### config.mk
export PLATFORM = sky130hd
export DESIGN_NAME = muxn_rr
export DESIGN_NICKNAME = d
export VERILOG_FILES = /design/src/rtl/muxn_rr.sv
export SDC_FILE = /design/constraint.sdc
export NUM_CORES = 1
export LEC_CHECK = 0
export CORE_MARGIN = 5
export CORE_UTILIZATION = 37
export DETAILED_ROUTE_END_ITERATION = 16
export HOLD_SLACK_MARGIN = 0.15
export PLACE_DENSITY = 0.85
export SLEW_MARGIN = 15
export SYNTH_ARGS = -nofsm -noshare
export SYNTH_HDL_FRONTEND = slang
export SYNTH_SLANG_ARGS = --single-unit
### constraint.sdc
create_clock -name clk -period 2 [get_ports clk]
set_input_delay 0.3 -clock clk [delete_from_list [all_inputs] [get_ports clk]]
set_output_delay 0.3 -clock clk [all_outputs]
set_load 0.05 [all_outputs]
### src/rtl/muxn_rr.sv
// muxn_rr: registered N-channel, W-bit multiplexer with valid/ready handshaking
// on every input channel and on the output. Supports fixed select (mode=0) and
// round-robin arbitration among valid channels (mode=1).
module muxn_rr #(
    parameter  int WIDTH    = 8,
    parameter  int CHANNELS = 4,
    localparam int SEL_W    = (CHANNELS > 1) ? $clog2(CHANNELS) : 1
) (
    input  logic                      clk,
    input  logic                      reset,
    input  logic                      mode,
    input  logic [SEL_W-1:0]          sel,
    input  logic [CHANNELS*WIDTH-1:0] in_data,
    input  logic [CHANNELS-1:0]       in_valid,
    output logic [CHANNELS-1:0]       in_ready,
    output logic [WIDTH-1:0]          out_data,
    output logic [SEL_W-1:0]          out_chan,
    output logic                      out_valid,
    input  logic                      out_ready
);

    logic [WIDTH-1:0]    r_outData;
    logic [SEL_W-1:0]    r_outChan;
    logic                r_outValid;
    logic [SEL_W-1:0]    r_ptr;

    logic                w_loadEn;
    logic                w_grantValid;
    logic [SEL_W-1:0]    w_grant;
    logic [WIDTH-1:0]    w_grantData;
    logic [CHANNELS-1:0] w_inReady;
    logic                w_xfer;

    // The output register can take new data when it is empty or being drained this cycle.
    assign w_loadEn = !r_outValid || out_ready;

    // Pick the granted channel: fixed index in mode 0, first valid after the pointer in mode 1.
    always_comb begin
        int idx;
        w_grantValid = 1'b0;
        w_grant      = '0;
        idx          = 0;
        if (!mode) begin
            for (int i = 0; i < CHANNELS; i++) begin
                if (sel == SEL_W'(i) && in_valid[i]) begin
                    w_grantValid = 1'b1;
                    w_grant      = SEL_W'(i);
                end
            end
        end else begin
            for (int off = 1; off <= CHANNELS; off++) begin
                idx = (int'(r_ptr) + off) % CHANNELS;
                if (!w_grantValid && in_valid[idx]) begin
                    w_grantValid = 1'b1;
                    w_grant      = SEL_W'(idx);
                end
            end
        end
    end

    // Route the granted channel's data toward the output register.
    always_comb begin
        w_grantData = '0;
        for (int i = 0; i < CHANNELS; i++) begin
            if (w_grant == SEL_W'(i)) begin
                w_grantData = in_data[i*WIDTH +: WIDTH];
            end
        end
    end

    // Ready goes only to the granted channel, and never while reset is held.
    always_comb begin
        w_inReady = '0;
        for (int i = 0; i < CHANNELS; i++) begin
            w_inReady[i] = !reset && w_loadEn && w_grantValid && (w_grant == SEL_W'(i));
        end
    end

    // A grant only exists for a valid channel, so a grant while loadable is a transfer.
    assign w_xfer = w_loadEn && w_grantValid;

    // Output register and round-robin pointer; a load and a drain in one cycle are a single transfer.
    always_ff @(posedge clk) begin
        if (reset) begin
            r_outValid <= 1'b0;
            r_outData  <= '0;
            r_outChan  <= '0;
            r_ptr      <= SEL_W'(CHANNELS - 1);
        end else if (w_xfer) begin
            r_outValid <= 1'b1;
            r_outData  <= w_grantData;
            r_outChan  <= w_grant;
            r_ptr      <= w_grant;
        end else if (r_outValid && out_ready) begin
            r_outValid <= 1'b0;
        end
    end

    assign in_ready  = w_inReady;
    assign out_data  = r_outData;
    assign out_chan  = r_outChan;
    assign out_valid = r_outValid;

endmodule

==> metrics list, run 1 <==
- The flow ran to the end, but the final reports show violations.
- The checks that failed: setup timing.
* Boundary pin count: 57
- Top flip-flop cell by instance count after synthesis: dfxtp_1
* Normalized max-slew margin: 64.9%
* Pins over their slew limit: 0
* GR met1 Demand/Resource: 23.8%
- After clock tree synthesis, the clock-pin slew on the worst setup and hold paths is 0.08 ns.
* Switching fraction of total power: 40.3%
- Layout cells sized above 1: 33.9%
- # rows: 18
* Number of nets produced by synthesis: 163
* CTS HTree Levels: 1
- Lkg Pwr: 0.756 nW
- The setup path with the least slack is of type reg -> out.
- Post-synthesis register bit count: 13
- On the critical path the largest part of the delay comes from simple AND/OR/NAND/NOR gates.
* Part of the total power dissipated in sequential elements: 29.3%
- Pin count of the biggest net entering global routing: 17
- Warnings, synthesis: 0
- Counting both buffers and inverters, the worst setup path holds a total of 1.
- TritonCTS built the clock tree.
* Critical-path cell list: or3b_4 -> a21oi_2 -> o311ai_2 -> and2_4 -> nor3b_4 -> buf_12
- Area growth, synth to finish: 91.9%
- Synthesis produced between 100 and 150 cells.
- TritonCTS Buffers: 3
* Power density cells: 572 mW/mm^2
- After detailed routing, the average wire length per cell comes to 17.5 microns.
- The endpoint identified for the worst register-to-register timing path is out_data[5].
* Measured slew at the worst slew-check pin: 0.525 ns
* Max Buffers Root-to-Sink: 2
- Post-synth EDFFs: 0
- The die covers 0.00377 sq mm.
* Post-Synthesis Mean Instance Area: 8.09 sq um
- The worst setup path is launched from a flop.
- For this block, the routed nets add up to 3830 microns of wire.
* Final hold violation count: 0
* Number of unique standard cell types used by synthesis: 33
- The first global-routing pass estimated 6020 microns of wire.
- Across every metal layer, demand over resource in global routing totals 21.9%.
- Time the worst path needs with I/O delays and setup: roughly 2.1 ns
- For this run, global-route usage on met2 was measured as 37.9%.
- Final Worst Setup Slack: -0.133 ns
- In this run the cell area of the synthesized design comes to 978 sq um.
- In this run the critical register-to-register path is launched from r_ptr[1].
- Reg-to-reg setup timing slack: -0.01 ns
* Final clock skew: 0.00333 ns
- For this run, the post-layout net count is 232.
* Crit path DAT: 1.83 ns
- Hold wc startpoint: out_chan[0]
- Vias: 1263
- In the routed design, unresolved DRC markers number 0.
- The worst hold path terminates at out_chan[0].
- For this block, the initial DRC count from the detailed router was 56.
- At the placement stage, the worst setup path has a slack of -0.538 ns.
- Summed over its instances, the top area cell type makes up around a quarter of the synthesized netlist area.
- Later-pin clock latency in the skew report: around 0.28 ns
- Leading post-synthesis cells by cell area: dfxtp_1, a211oi_1, and3_1, nand3b_1, o31ai_1
* Worst endpoint required time: 1.70 ns
- Number of global-route vias before repair: approximately 1300
* Hold buffers post-CTS: 0
- Worst path slowest cell: or3b_4
* Library cell occupying the most area in the post-synthesis netlist: dfxtp_1
- Grt total ovfl: 0
- F_max: roughly 0.47 GHz
- In the finished design, the share of the clock period the worst path needs comes to 107%.
- Die extent in x: about 61 microns
- Starting density of the core: slightly below 40%
* CP Max Fanout: 4
- Overall Power: ~0.0011 W
- In this run the vertical extent of the chip is 61.4 microns.
* Depth of the most critical reg-to-reg path: 9
- The worst hold path belongs to the class reg -> reg.
- Sort of element at the end of the critical path: output port
- Routability-driven placement finished with a final weighted congestion of ~0.92.
- Input and output buffers added on the ports amount to 56.
- Portion of total power attributed to the clock network: 15.6%
- On the worst path, the slowest cell contributes a delay of 0.37 ns.
- After detailed routing, the number of vias per cell comes to around 5.8.
- Counting every sink on the clock net gives 13.
* Async set or reset register ratio after synthesis: 0%
- Core area: 0.00250 sq mm
* Detailed Place HPWL: ~2800 microns
- Combinational logic burns 55.1% of the power.
- Across the run, the number of max-cap violations was 0.
- Setup violations remaining at the end of the flow were counted as 6.
- Cell Int Power: 0.000642 W
* Part of the Yosys area used for sequential elements: 26.6%
- Met3 Usage GRT: 9.64%
* VDD IR max: around 0.44 mV
- Hold Path Cell Cnt: 2
- Residual antenna-violating net count after detailed routing: 0
- The repair_antennas step left the layout with diodes totalling 0.
- Number of antenna violations at the first check in global routing: 0
- Root buffer selected by CTS: clkbuf_4
- The first detailed-routing pass took 4 iterations.
* Switching power: 0.000432 W
* Unrepaired setup endpoints after global routing: yes
* Busiest layer in global routing: met2
[area by class of cell]
class / instances / area (sq um)
inverter: 2 / 7.51
clock buffer: 3 / 22.5
sequential: 13 / 265
timing repair buffer: 74 / 736
fill: 162 / 622
clock inverter: 1 / 5.00
multi-input combinational: 96 / 805
tap: 30 / 37.5
[worst max path at each step]
stage                 from          end  cells after the start
2_1_floorplan  in_valid[3]  in_ready[0]                      8
3_3_place_gp   in_valid[0]  in_ready[2]                      7
3_5_place_dp   in_valid[0]  in_ready[2]                      7
4_1_cts           r_ptr[1]  in_ready[2]                      6
5_1_grt           r_ptr[1]  in_ready[2]                      6
6_report          r_ptr[1]  in_ready[2]                      6
[logic make-up after synthesis]
family          after synthesis  share of synthesized area [%]
compound gates               38                           28.4
buf+inv                      12                           6.27
flops                        13                           26.6
mux                           3                           3.32
simple gates                 55                           35.4
[cells in the mapped netlist, types with 2 or more instances]
cell type and count:
nor3_1 4, nor2b_1 2, or2_1 2, nor2_1 4, nor3b_1 3, o31ai_1 9, a211oi_1 16, a21oi_1 5
buf_2 7, nand3b_1 9, and3_1 17, nand2b_1 4, clkbuf_1 2, o21ai_0 2, nand2_1 5, dfxtp_1 13
[worst register-to-register path, delay by kind of cell (launching register included)]
family | cells | cell delay (ns)
AND/OR/NAND/NOR | 2 | 0.54
AO/OA/AOI/OAI | 4 | 0.59
buffers and inverters | 3 | 0.42
flip-flops | 1 | 0.34
[what timing repair did]
action | 4_1_cts | 5_1_grt
setup buffers | 1 | 1
setup endpoints to repair | 15 | 4
gates resized for setup | 48 | 9
pin swaps | 13 | 1
[cells in the final DEF, fill, tap and decap left out, types with 2 or more instances in the layout]
| cell type | Yosys | final |
|---|---|---|
| nand3b_1 | 9 | 9 |
| dfxtp_1 | 13 | 11 |
| a211oi_2 | 0 | 8 |
| nor3b_4 | 0 | 2 |
| and3_1 | 17 | 16 |
| or2_1 | 2 | 2 |
| clkdlybuf4s50_1 | 0 | 45 |
| buf_12 | 0 | 4 |
| clkbuf_4 | 0 | 3 |
| clkdlybuf4s15_2 | 0 | 2 |
| o31ai_1 | 9 | 9 |
| nor3_4 | 0 | 2 |
| nor2_1 | 4 | 3 |
| buf_4 | 0 | 19 |
| a211oi_1 | 16 | 8 |
| nand2_1 | 5 | 2 |
| nand2b_1 | 4 | 3 |
| a21oi_1 | 5 | 4 |
| nand2_2 | 0 | 2 |
| nor2b_1 | 2 | 2 |
[registers in the layout, summed over array words and instances, names as in the netlist]
signal     cells
out_chan       2
out_data       8
out_valid      1
r_ptr          2
[power by group through the flow]
stage                     clock network [W]  registers [W]  logic (W)
final                              0.000168       0.000314   0.000592
after global routing               0.000185       0.000318   0.000627
after CTS                          0.000170       0.000314   0.000559
after detailed placement                  0       0.000318   0.000530
after global placement                    0       0.000315   0.000516
after floorplan                           0       0.000409   0.000211
[layer usage]
metal | vias up | part of all wire (%)
li1 | 600 | -
met1 | 585 | 37
met2 | 68 | 48
met3 | 10 | 13
met4 | 0 | 2.1
met5 | - | 0
[metrics by stage]
stage	util [%]	cells	cell area [sq um]	TNS (ns)	hold WS (ns)
5_1_grt	75.1	219	1880	-1.02	0.505
2_1_floorplan	-	121	1030	-0.258	0.489
4_1_cts	73.1	218	1830	-0.313	0.459
3_3_place_gp	69.1	213	1730	-5.38	0.445
6_report	75.1	219	1880	-0.330	0.458
3_5_place_dp	69.1	213	1730	-6.64	0.451
(Power assumes the default switching activity.)
==> run 2: changes to the inputs <==
--- a/config.mk
+++ b/config.mk
@@ -7,6 +7,7 @@
 export LEC_CHECK = 0
 export CORE_MARGIN = 5
 export CORE_UTILIZATION = 37
+export CTS_CLUSTER_SIZE = 40
 export DETAILED_ROUTE_END_ITERATION = 16
 export HOLD_SLACK_MARGIN = 0.15
 export PLACE_DENSITY = 0.85
==> results of run 2 <==
No change in the layout: final DEF, timing and power equal those of run 1.
